===== config.mk =====
export PLATFORM = sky130hd
export DESIGN_NAME = matrix_multiply_nxn_flat
export DESIGN_NICKNAME = d
export VERILOG_FILES = /design/src/rtl/matrix_multiply_nxn_pkg.sv /design/src/rtl/matrix_multiply_nxn_if.sv /design/src/rtl/matrix_multiply_nxn_mac.sv /design/src/rtl/matrix_multiply_nxn.sv /design/src/flat_wrapper.sv
export SDC_FILE = /design/constraint.sdc
export NUM_CORES = 1
export LEC_CHECK = 0
export ABC_CLOCK_PERIOD_IN_PS = 17900
export CORE_MARGIN = 2
export CORE_UTILIZATION = 48
export DETAILED_ROUTE_END_ITERATION = 12
export PLACE_DENSITY_LB_ADDON = 0.08
export SLEW_MARGIN = 25
export SYNTH_ARGS = -nofsm -noshare
export SYNTH_HDL_FRONTEND = slang
export SYNTH_SLANG_ARGS = --single-unit

===== constraint.sdc =====
create_clock -name clk -period 17.9 [get_ports clk]
set_input_delay 5.37 -clock clk [delete_from_list [all_inputs] [get_ports clk]]
set_output_delay 5.37 -clock clk [all_outputs]
set_load 0.01 [all_outputs]

===== src/rtl/matrix_multiply_nxn_pkg.sv =====
// matmul_pkg: FSM state encoding and width helpers shared by the NxN matrix multiplier
package matmul_pkg;
    typedef enum logic [1:0] {IDLE, COMPUTE, FINISH} state_t;
    function automatic int clog2(input int v);
        int r = 0;
        while ((1 << r) < v) r++;
        return r;
    endfunction
    // exact accumulator width for an N-term dot product of DW-bit operands
    function automatic int accw(input int dw, input int n);
        return 2 * dw + clog2(n);
    endfunction
endpackage


===== src/rtl/matrix_multiply_nxn_if.sv =====
// matrix_multiply_nxn_if: start/done handshake and operand/result buses
//   start  request (master -> slave)
//   A, B   row-major NxN operands, DW bits per element (master -> slave)
//   C      row-major NxN result, OW bits per element (slave -> master)
//   busy   operation in progress; done one-cycle completion pulse (slave -> master)
interface matrix_multiply_nxn_if #(
    parameter int N  = 3,
    parameter int DW = 8,
    parameter int OW = 18
);
    logic                  start;
    logic [N*N*DW-1:0]     A;
    logic [N*N*DW-1:0]     B;
    logic [N*N*OW-1:0]     C;
    logic                  busy;
    logic                  done;
    modport master (output start, A, B, input C, busy, done);
    modport slave  (input start, A, B, output C, busy, done);
endinterface


===== src/rtl/matrix_multiply_nxn_mac.sv =====
// matmul_mac: one multiply-add into an exact accumulator plus reduction to the output width
//   i_a, i_b  DW-bit operands (signed when SIGNED=1)
//   i_acc     running ACCW-bit sum
//   o_sum     i_acc + i_a*i_b, exact in ACCW bits
//   o_res     o_sum reduced to OW bits: clamped with MATMUL_SAT_EN, low bits otherwise
module matmul_mac #(
    parameter int DW     = 8,
    parameter int ACCW   = 18,
    parameter int OW     = 18,
    parameter int SIGNED = 0
) (
    input  logic [DW-1:0]   i_a,
    input  logic [DW-1:0]   i_b,
    input  logic [ACCW-1:0] i_acc,
    output logic [ACCW-1:0] o_sum,
    output logic [OW-1:0]   o_res
);
    logic [ACCW-1:0] w_ax, w_bx;
    // extending both operands to ACCW makes the low ACCW bits of the product exact for either signedness
    assign w_ax  = {{(ACCW-DW){SIGNED != 0 && i_a[DW-1]}}, i_a};
    assign w_bx  = {{(ACCW-DW){SIGNED != 0 && i_b[DW-1]}}, i_b};
    assign o_sum = i_acc + w_ax * w_bx;
    generate
        if (OW > ACCW) begin : g_ext
            assign o_res = {{(OW-ACCW){SIGNED != 0 && o_sum[ACCW-1]}}, o_sum};
        end else if (OW == ACCW) begin : g_eq
            assign o_res = o_sum;
        end else begin : g_red
`ifdef MATMUL_SAT_EN
            if (SIGNED != 0) begin : g_ssat
                logic w_ovf;
                // the value fits when every bit from OW-1 up is a copy of the sign
                assign w_ovf = o_sum[ACCW-1:OW-1] != {(ACCW-OW+1){o_sum[ACCW-1]}};
                assign o_res = !w_ovf ? o_sum[OW-1:0] :
                               o_sum[ACCW-1] ? {1'b1, {(OW-1){1'b0}}} : {1'b0, {(OW-1){1'b1}}};
            end else begin : g_usat
                assign o_res = |o_sum[ACCW-1:OW] ? '1 : o_sum[OW-1:0];
            end
`else
            assign o_res = o_sum[OW-1:0];
`endif
        end
    endgenerate
endmodule


===== src/rtl/matrix_multiply_nxn.sv =====
// matrix_multiply_nxn: sequential C = A x B for NxN matrices, one MAC per cycle, N^3 compute cycles
//   clk, reset  rising-edge clock, synchronous active-high reset
//   bus         slave side of matrix_multiply_nxn_if (start, A, B in; C, busy, done out)
//   MATMUL_SAT_EN defined: C elements clamp to the OW range; undefined: wrap to low OW bits
module matrix_multiply_nxn import matmul_pkg::*; #(
    parameter int N      = 3,
    parameter int DW     = 8,
    parameter int SIGNED = 0,
    parameter int OW     = 2 * DW + clog2(N)
) (
    input logic clk,
    input logic reset,
    matrix_multiply_nxn_if.slave bus
);
    localparam int ACCW = accw(DW, N);
    localparam int IW   = clog2(N);
    state_t            r_state, w_next;
    logic [N*N*DW-1:0] r_a, r_b;
    logic [IW-1:0]     r_i, r_j, r_k;
    logic [ACCW-1:0]   r_acc;
    logic [N*N*OW-1:0] r_c;
    logic [DW-1:0]     w_a, w_b;
    logic [ACCW-1:0]   w_sum;
    logic [OW-1:0]     w_res;
    logic              w_last_k, w_last_j, w_last_i;
    assign w_a      = r_a[DW*(int'(r_i)*N+int'(r_k)) +: DW];
    assign w_b      = r_b[DW*(int'(r_k)*N+int'(r_j)) +: DW];
    assign w_last_k = r_k == IW'(N-1);
    assign w_last_j = r_j == IW'(N-1);
    assign w_last_i = r_i == IW'(N-1);
    matmul_mac #(.DW(DW), .ACCW(ACCW), .OW(OW), .SIGNED(SIGNED)) u_mac (
        .i_a(w_a), .i_b(w_b), .i_acc(r_acc), .o_sum(w_sum), .o_res(w_res)
    );
    always_ff @(posedge clk) begin
        if (reset) r_state <= IDLE;
        else r_state <= w_next;
    end
    always_comb begin
        w_next = r_state == IDLE    ? (bus.start ? COMPUTE : IDLE) :
                 r_state == COMPUTE ? (w_last_k && w_last_j && w_last_i ? FINISH : COMPUTE) : IDLE;
    end
    always_ff @(posedge clk) begin
        if (reset) begin
            r_a   <= '0;
            r_b   <= '0;
            r_i   <= '0;
            r_j   <= '0;
            r_k   <= '0;
            r_acc <= '0;
            r_c   <= '0;
        end else if (r_state == IDLE && bus.start) begin
            r_a   <= bus.A;
            r_b   <= bus.B;
            r_i   <= '0;
            r_j   <= '0;
            r_k   <= '0;
            r_acc <= '0;
        end else if (r_state == COMPUTE) begin
            r_acc <= w_last_k ? '0 : w_sum;
            r_k   <= w_last_k ? '0 : r_k + 1'b1;
            if (w_last_k) begin
                // the final product is folded in here rather than through r_acc
                r_c[OW*(int'(r_i)*N+int'(r_j)) +: OW] <= w_res;
                r_j <= w_last_j ? '0 : r_j + 1'b1;
                if (w_last_j) r_i <= w_last_i ? '0 : r_i + 1'b1;
            end
        end
    end
    assign bus.C    = r_c;
    assign bus.busy = r_state == COMPUTE;
    assign bus.done = r_state == FINISH;
endmodule


===== src/flat_wrapper.sv =====
// flat-port wrapper written by rule: the top's interface ports become plain ports
module matrix_multiply_nxn_flat import matmul_pkg::*;
#(
    parameter int N      = 3,
    parameter int DW     = 8,
    parameter int SIGNED = 0,
    parameter int OW     = 2 * DW + clog2(N)
)
  (clk, reset, bus_start, bus_A, bus_B, bus_C, bus_busy, bus_done);
  matrix_multiply_nxn_if #(.N(N), .DW(DW), .OW(OW)) bus_i ();
  input logic clk;
  input logic reset;
  input wire logic [$bits(bus_i.start)-1:0] bus_start;
  input wire logic [$bits(bus_i.A)-1:0] bus_A;
  input wire logic [$bits(bus_i.B)-1:0] bus_B;
  output wire logic [$bits(bus_i.C)-1:0] bus_C;
  output wire logic [$bits(bus_i.busy)-1:0] bus_busy;
  output wire logic [$bits(bus_i.done)-1:0] bus_done;
  assign bus_i.start = bus_start;
  assign bus_i.A = bus_A;
  assign bus_i.B = bus_B;
  assign bus_C = bus_i.C;
  assign bus_busy = bus_i.busy;
  assign bus_done = bus_i.done;
  matrix_multiply_nxn #(.N(N), .DW(DW), .SIGNED(SIGNED), .OW(OW)) u_core (.clk(clk), .reset(reset), .bus(bus_i));
endmodule

==> flow_metrics.py, run 1 <==
metrics = {
    "routing": {
        "wl_per_cell_um": 23.2,
        "routed_wl_um": 67700,
        "vias": 18107,
        "drt-vias-per-instance": 6.21,
        "drc": 0,
        "dr.pass1.iters": 6,
        "postRouteAntennaNets": 0,
        "first_iter_violations": 1502,
    },
    "die": {
        "initial_utilization_pct": 48.7,
        "core_um2": 38700,
        "die_h_um": 202,
        "die_w_um": 202,
        "die_area_um2": 40900,
        "pin_count": 311,
        "num_rows": 72,
    },
    "synthesis": {
        "synth_top_area_share_pct": 35.2,
        "synth_edf_count": 0,
        "synthesis.instances": 2124,
        "synth.avg_cell_area_um2": 8.88,
        "async_flop_share_pct": 0,
        "yosysTopAreaCell": "dfxtp_1",
        "ys_warn_count": 0,
        "ys.flop_type": "dfxtp_1",
        "synth_cell_type_count": 91,
        "synth.top_cells.by_area": "dfxtp_1 (35%), a22o_1 (6.8%), ha_1 (4.8%)",
        "ys_seq_elements": 332,
        "synth_seq_area_share_pct": 35.2,
        "synthesis.nets": 2385,
        "syn_area_um2": 18900,
    },
    "worst_setup_path": {
        "critPathKind": "reg2reg",
        "r2r_setup_slack_ps": 6830,
        "cp-end-kind": "flip-flop",
        "crit_required_ps": 18370,
        "crit_fanout": 17,
        "critPathLaunchType": "flip-flop",
        "rr_endpoint": "u_core.bus.C[127]",
        "critPathArrivalTime_ps": 11540,
        "slowest_delay_ps": 1160,
        "worstReg2RegStart": "u_core.r_i[0]",
        "worstRegToRegCells": 31,
        "crit_top_cell": "inv_1",
        "cp_slowest_cell": "fa_1",
    },
    "power": {
        "p_total_mw": 1.81,
        "p_per_area_nw_per_um2": 76.8,
        "p_leak_nw": 8.97,
        "ir_worst_vdd_uv": 83.1,
    },
    "worst_hold_path": {
        "holdPathStages": 2,
        "min_from": "u_core.r_acc[0]",
        "hold_path.class": "reg2reg",
        "whs_endpoint": "u_core.r_acc[0]",
    },
    "sta": {
        "period_share_pct": 61.8,
        "max_freq_mhz": 90.3,
        "hold_violations": 0,
        "fin_skew_ps": 24.4,
        "tns_ps": 0,
        "setup_viol": 0,
        "finalCriticalPeriod_ps": 11070,
        "grt_setup_unrepaired": "no",
        "worst_slew_pin_slew_ps": 1230,
        "slew_violations": 0,
        "maxSlewHeadroom_pct": 17.3,
    },
    "layout": {
        "drive_above_1_share_pct": 7.29,
        "nets": 2634,
        "fin_cells": 2917,
        "regArea_um2": 6650,
        "multiInputGateArea_um2": 11500,
        "area_growth_pct": 25.2,
        "antenna_cells": 0,
        "num-fill-cells": 3431,
        "final_core_util_pct": 60.9,
    },
    "grt": {
        "grt_first_pass_wirelength_um": 103000,
        "grt-ovfl-total": 0,
        "grt_max_degree": 108,
        "track_usage_pct": 32.2,
        "grt_pass1_vias": 17484,
        "antenna_found_initial": 1,
    },
    "clock_network": {
        "clk_latency_ps": 580,
        "cts_setup_buffers": 0,
        "cts_max_level": 2,
        "cts_buffers": 39,
        "cts.root.buffer_cell": "clkbuf_16",
        "cts.hold.buffers_added": 0,
        "path_clk_slew_ps": 60,
        "cts_sinks": 332,
        "cts_tree": "built",
        "cts-resized-gates": 0,
        "clockBufferDepth": 3,
    },
    "placed_design": {
        "dp.cells": 2850,
        "globalplace.congestion": 0.974,
        "hpwl_um": 50600,
        "port_buffers": 310,
    },
    "job": {
        "max_cap_violations": 0,
    },
    "status": {
        "status": "complete, no violations",
    },
}
## cells in the mapped netlist, drive strengths merged, types with 10 or more instances
| master | count |
|---|---|
| mux4 | 33 |
| a21oi | 97 |
| a22oi | 32 |
| and2 | 14 |
| xor2 | 11 |
| nor2b | 17 |
| mux2i | 35 |
| nand2b | 20 |
| buf | 32 |
| a221oi | 12 |
| nor3 | 83 |
| or2 | 16 |
| a311oi | 24 |
| inv | 79 |
| o21a | 14 |
| or3 | 24 |
| a22o | 147 |
| and3 | 24 |
| o31ai | 16 |
| o211ai | 12 |
| o21ai | 88 |
| a211oi | 60 |
| a31oi | 30 |
| dfxtp | 332 |
| clkbuf | 94 |
| nor2 | 235 |
| nand4 | 12 |
| ha | 73 |
| nand3 | 61 |
| xnor2 | 23 |
| o22ai | 20 |
| nand2 | 176 |
| fa | 41 |
| o221ai | 11 |
| a21o | 18 |
| a32oi | 10 |
| o211a | 13 |
## report_power, final
group,switching [mW],internal (mW)
Sequential,0.0139,0.764
Combinational,0.134,0.102
Clock,0.340,0.459
## cell families after synthesis
group                    count (synthesis)  synth area share, %
AO/OA/AOI/OAI                          649                 25.4
XOR/XNOR                                36                 1.86
adder cells (fa/ha/maj)                114                 9.20
buffers and inverters                  205                 4.23
flip-flops                             332                 35.2
multiplexers                            73                 6.10
AND/OR/NAND/NOR                        715                 17.9
## sequential cells by signal, summed over array words and instances (netlist names)
register / flops
u_core.r_k: 2
u_core.r_a: 72
u_core.r_acc: 18
u_core.bus.C: 162
u_core.r_i: 2
u_core.r_b: 72
u_core.r_state: 2
u_core.r_j: 2
## metrics by stage
stage                     hold slack (ps)  setup WS, ps  area (um^2)
final                                 461          6830        23600
after global routing                  484          6200        23600
after CTS                             460          6930        23600
after floorplan                       436          9100        18900
after global placement                444          7370        22300
after detailed placement              451          6990        22300
## metal layers
layer	vias up	global-route usage, %	wire length, um
met5	-	0	13
met4	2	14.4	3070
met3	165	6.35	5340
met2	796	51.2	30700
met1	8715	42.4	28600
li1	8429	-	-
## final cells by class
| cell class | count | area share, % |
|---|---|---|
| well taps | 518 | 2.75 |
| clock buffers | 51 | 4.58 |
| flip-flops and latches | 332 | 28.2 |
| multi-input cells | 1587 | 48.5 |
| repair buffers | 334 | 13.9 |
| inverters | 79 | 1.26 |
| clock inverters | 16 | 0.811 |
## layout by cell type (no fill, tap or decap), types with 10 or more instances in the layout
cell,synthesis,routed
a311oi_1,23,23
o21ai_1,10,10
nand3_1,61,61
clkbuf_16,0,39
a31oi_1,29,29
a22o_1,147,147
o21ai_0,77,77
ha_1,73,72
a21o_1,18,18
a211oi_1,59,59
fa_1,41,41
clkdlybuf4s50_1,0,309
xnor2_1,22,19
and3_1,24,24
o21a_1,14,14
or3_1,24,24
a22oi_1,32,32
nand2b_1,20,20
o221ai_1,10,10
nor3_1,80,79
buf_4,3,24
o22ai_1,20,20
o211ai_1,12,12
and2_1,11,10
o31ai_1,15,15
a21oi_1,96,96
mux4_2,33,33
o211a_1,13,13
nand2_1,176,176
inv_1,77,77
nand4_1,12,12
a32oi_1,10,10
or2_2,14,14
dfxtp_1,332,332
nor2b_1,17,17
xor2_1,11,10
nor2_1,235,233
mux2i_1,35,35
## worst max path at each step
stage	startpoint	to
2_1_floorplan	u_core.r_i[0]	u_core.bus.C[23]
3_3_place_gp	u_core.r_i[0]	u_core.bus.C[127]
3_5_place_dp	u_core.r_i[0]	u_core.bus.C[63]
4_1_cts	u_core.r_i[0]	u_core.bus.C[63]
5_1_grt	u_core.r_i[0]	u_core.bus.C[127]
6_report	u_core.r_i[0]	u_core.bus.C[127]
## critical path: cells and delay by family, from the launching register on
kind	cells	cell delay [ps]
fa+ha+maj	8	4100
compound gates	10	3500
simple gates	5	1860
mux	2	550
flops	1	430
buf+inv	5	350
xor+xnor	1	190
No activity file was read; power rests on OpenSTA's default activity.
==> run 2: changes to the inputs <==
--- a/config.mk
+++ b/config.mk
@@ -5,7 +5,7 @@
 export SDC_FILE = /design/constraint.sdc
 export NUM_CORES = 1
 export LEC_CHECK = 0
-export ABC_CLOCK_PERIOD_IN_PS = 17900
+export ABC_CLOCK_PERIOD_IN_PS = 11040
 export CORE_MARGIN = 2
 export CORE_UTILIZATION = 48
 export DETAILED_ROUTE_END_ITERATION = 12
==> constraint.sdc (replaced) <==
create_clock -name clk -period 11.04 [get_ports clk]
set_input_delay 3.312 -clock clk [delete_from_list [all_inputs] [get_ports clk]]
set_output_delay 3.312 -clock clk [all_outputs]
set_load 0.01 [all_outputs]
==> run 2 against run 1 <==
  * Via count increased by 0.36%
  * Clock power increased by 56%
  * Die area unchanged
  * Utilization increased by 0.11 points
  * Fmax increased by 7.7%
  * Wire length decreased by 0.66%
  * Worst hold slack improved by 1.1 ps
  * Combinational power increased by 67%
  * Worst setup slack got worse by 6100 ps
  * Sequential share of layout area about the same
  * Clock skew decreased by 8.3 ps
  * Flip-flop and latch count unchanged
  * Critical endpoint is now u_core.bus.C[19]
  * Highest routed layer is now met4
==> flow_metrics.py, run 2 (synthesis results as in run 1) <==
metrics = {
    "placed_design": {
        "pre_cts_ws_ps": 628,
        "globalplace.congestion": 1.00,
        "dp.cells": 2862,
        "port_buffers": 310,
        "hpwl_um": 50900,
    },
    "worst_hold_path": {
        "holdPathStages": 2,
        "whs_endpoint": "u_core.r_acc[14]",
        "hold_path.class": "reg2reg",
        "min_from": "u_core.r_acc[14]",
    },
    "worst_setup_path": {
        "crit_required_ps": 11500,
        "r2r_setup_slack_ps": 770,
        "crit_fanout": 11,
        "critPathKind": "reg2reg",
        "worstRegToRegCells": 30,
        "critPathLaunchType": "flip-flop",
        "worstReg2RegStart": "u_core.r_k[0]",
        "cp_slowest_cell": "fa_1",
        "critPathArrivalTime_ps": 10730,
        "slowest_delay_ps": 790,
        "rr_endpoint": "u_core.bus.C[19]",
        "cp-end-kind": "flip-flop",
    },
    "die": {
        "die_w_um": 202,
        "pin_count": 311,
        "num_rows": 72,
        "die_area_um2": 40900,
        "initial_utilization_pct": 48.7,
        "core_um2": 38700,
        "die_h_um": 202,
    },
    "grt": {
        "antenna_found_initial": 0,
        "grt_pass1_vias": 17545,
        "grt-ovfl-total": 0,
        "grt_first_pass_wirelength_um": 103000,
        "track_usage_pct": 32.1,
        "grt_max_degree": 100,
    },
    "routing": {
        "wl_per_cell_um": 23.0,
        "routed_wl_um": 67200,
        "dr.pass1.iters": 6,
        "drc": 0,
        "vias": 18173,
        "first_iter_violations": 1372,
        "postRouteAntennaNets": 0,
        "drt-vias-per-instance": 6.21,
    },
    "sta": {
        "tns_ps": 0,
        "worst_slack_ps": 766,
        "hold_violations": 0,
        "slew_violations": 0,
        "period_share_pct": 93.1,
        "worst_hold_slack_ps": 462,
        "maxSlewHeadroom_pct": 28.6,
        "worst_slew_pin_slew_ps": 1060,
        "grt_setup_unrepaired": "no",
        "finalCriticalPeriod_ps": 10270,
        "fin_skew_ps": 16.2,
        "setup_viol": 0,
        "max_freq_mhz": 97.3,
    },
    "power": {
        "p_total_mw": 2.90,
        "p_leak_nw": 9.00,
        "ir_worst_vdd_uv": 92.4,
        "p_per_area_nw_per_um2": 123,
    },
    "layout": {
        "final_cell_mix": "dfxtp_1 (332), clkdlybuf4s50_1 (309), nor2_1 (233)",
        "antenna_cells": 0,
        "largest_reg_flops": 162,
        "drive_above_1_share_pct": 7.43,
        "fin_cells": 2927,
        "area_growth_pct": 25.4,
        "nets": 2646,
        "final_common_cell": "dfxtp_1",
    },
    "clock_network": {
        "cts_setup_buffers": 0,
        "path_clk_slew_ps": 60,
        "cts.root.buffer_cell": "clkbuf_16",
        "cts_tree": "built",
        "clockBufferDepth": 3,
        "clk_latency_ps": 560,
        "cts_sinks": 332,
        "cts_buffers": 38,
        "cts_max_level": 2,
    },
    "job": {
        "max_cap_violations": 0,
    },
    "status": {
        "status": "complete, no violations",
    },
}
==> run 2: worst max path at each step <==
stage	start	to	slack [ps]	cells past startpoint
after CTS	u_core.r_i[0]	u_core.bus.C[19]	570	32
final	u_core.r_k[0]	u_core.bus.C[19]	770	30
after global placement	u_core.r_i[0]	u_core.bus.C[62]	860	34
after global routing	u_core.r_i[0]	u_core.bus.C[19]	210	31
after detailed placement	u_core.r_i[0]	u_core.bus.C[19]	630	32
after floorplan	u_core.r_i[0]	u_core.bus.C[23]	2240	36
==> run 2: critical path: cells and delay by family (launching register included) <==
family	cells	cell delay, ps
adders and majority gates	8	3840
buffers and inverters	5	330
muxes	1	370
DFF	1	440
xor gates and xnor gates	1	190
and+or+nand+nor	6	2180
AOI/OAI and AO/OA	9	2780
==> run 2: repair_timing <==
item                                    4_1_cts  5_1_grt
resized for setup                             0        1
hold buffers                                  0        0
endpoints found under the setup margin        0       15
==> run 2: cell type report <==
type	count	area, um^2
Fill cell	3402	15100
Multi-Input combinational cell	1587	11500
Sequential cell	332	6650
Timing Repair Buffer	347	3390
Clock buffer	56	1120
Tap cell	518	648
Inverter	79	297
Clock inverter	8	96.3
==> run 2: per-layer routing <==
layer	share of wire, %	track usage, %	up-vias	wire [um]
met5	0	0	-	0
li1	-	-	8448	-
met2	46	51.6	878	30700
met1	42	42.0	8680	28100
met4	4.5	13.9	0	3020
met3	8.0	6.69	167	5380
==> run 2: through the flow <==
step	util, %	instance area, um^2
floorplan	-	18900
global placement	57.8	22400
detailed placement	57.8	22400
CTS	60.9	23600
global route	61.1	23700
finish	61.1	23700
==> run 2: where the power goes <==
group | internal [mW] | switching (mW)
Combinational | 0.170 | 0.223
Sequential | 1.24 | 0.0229
Clock | 0.745 | 0.501
Total | 2.15 | 0.746
==> run 3: changes to the inputs <==
--- a/config.mk
+++ b/config.mk
@@ -14,3 +14,4 @@
 export SYNTH_ARGS = -nofsm -noshare
 export SYNTH_HDL_FRONTEND = slang
 export SYNTH_SLANG_ARGS = --single-unit
+export TNS_END_PERCENT = 20
==> results of run 3 <==
Same layout as run 2: the final DEF is identical, and so are final timing and power.
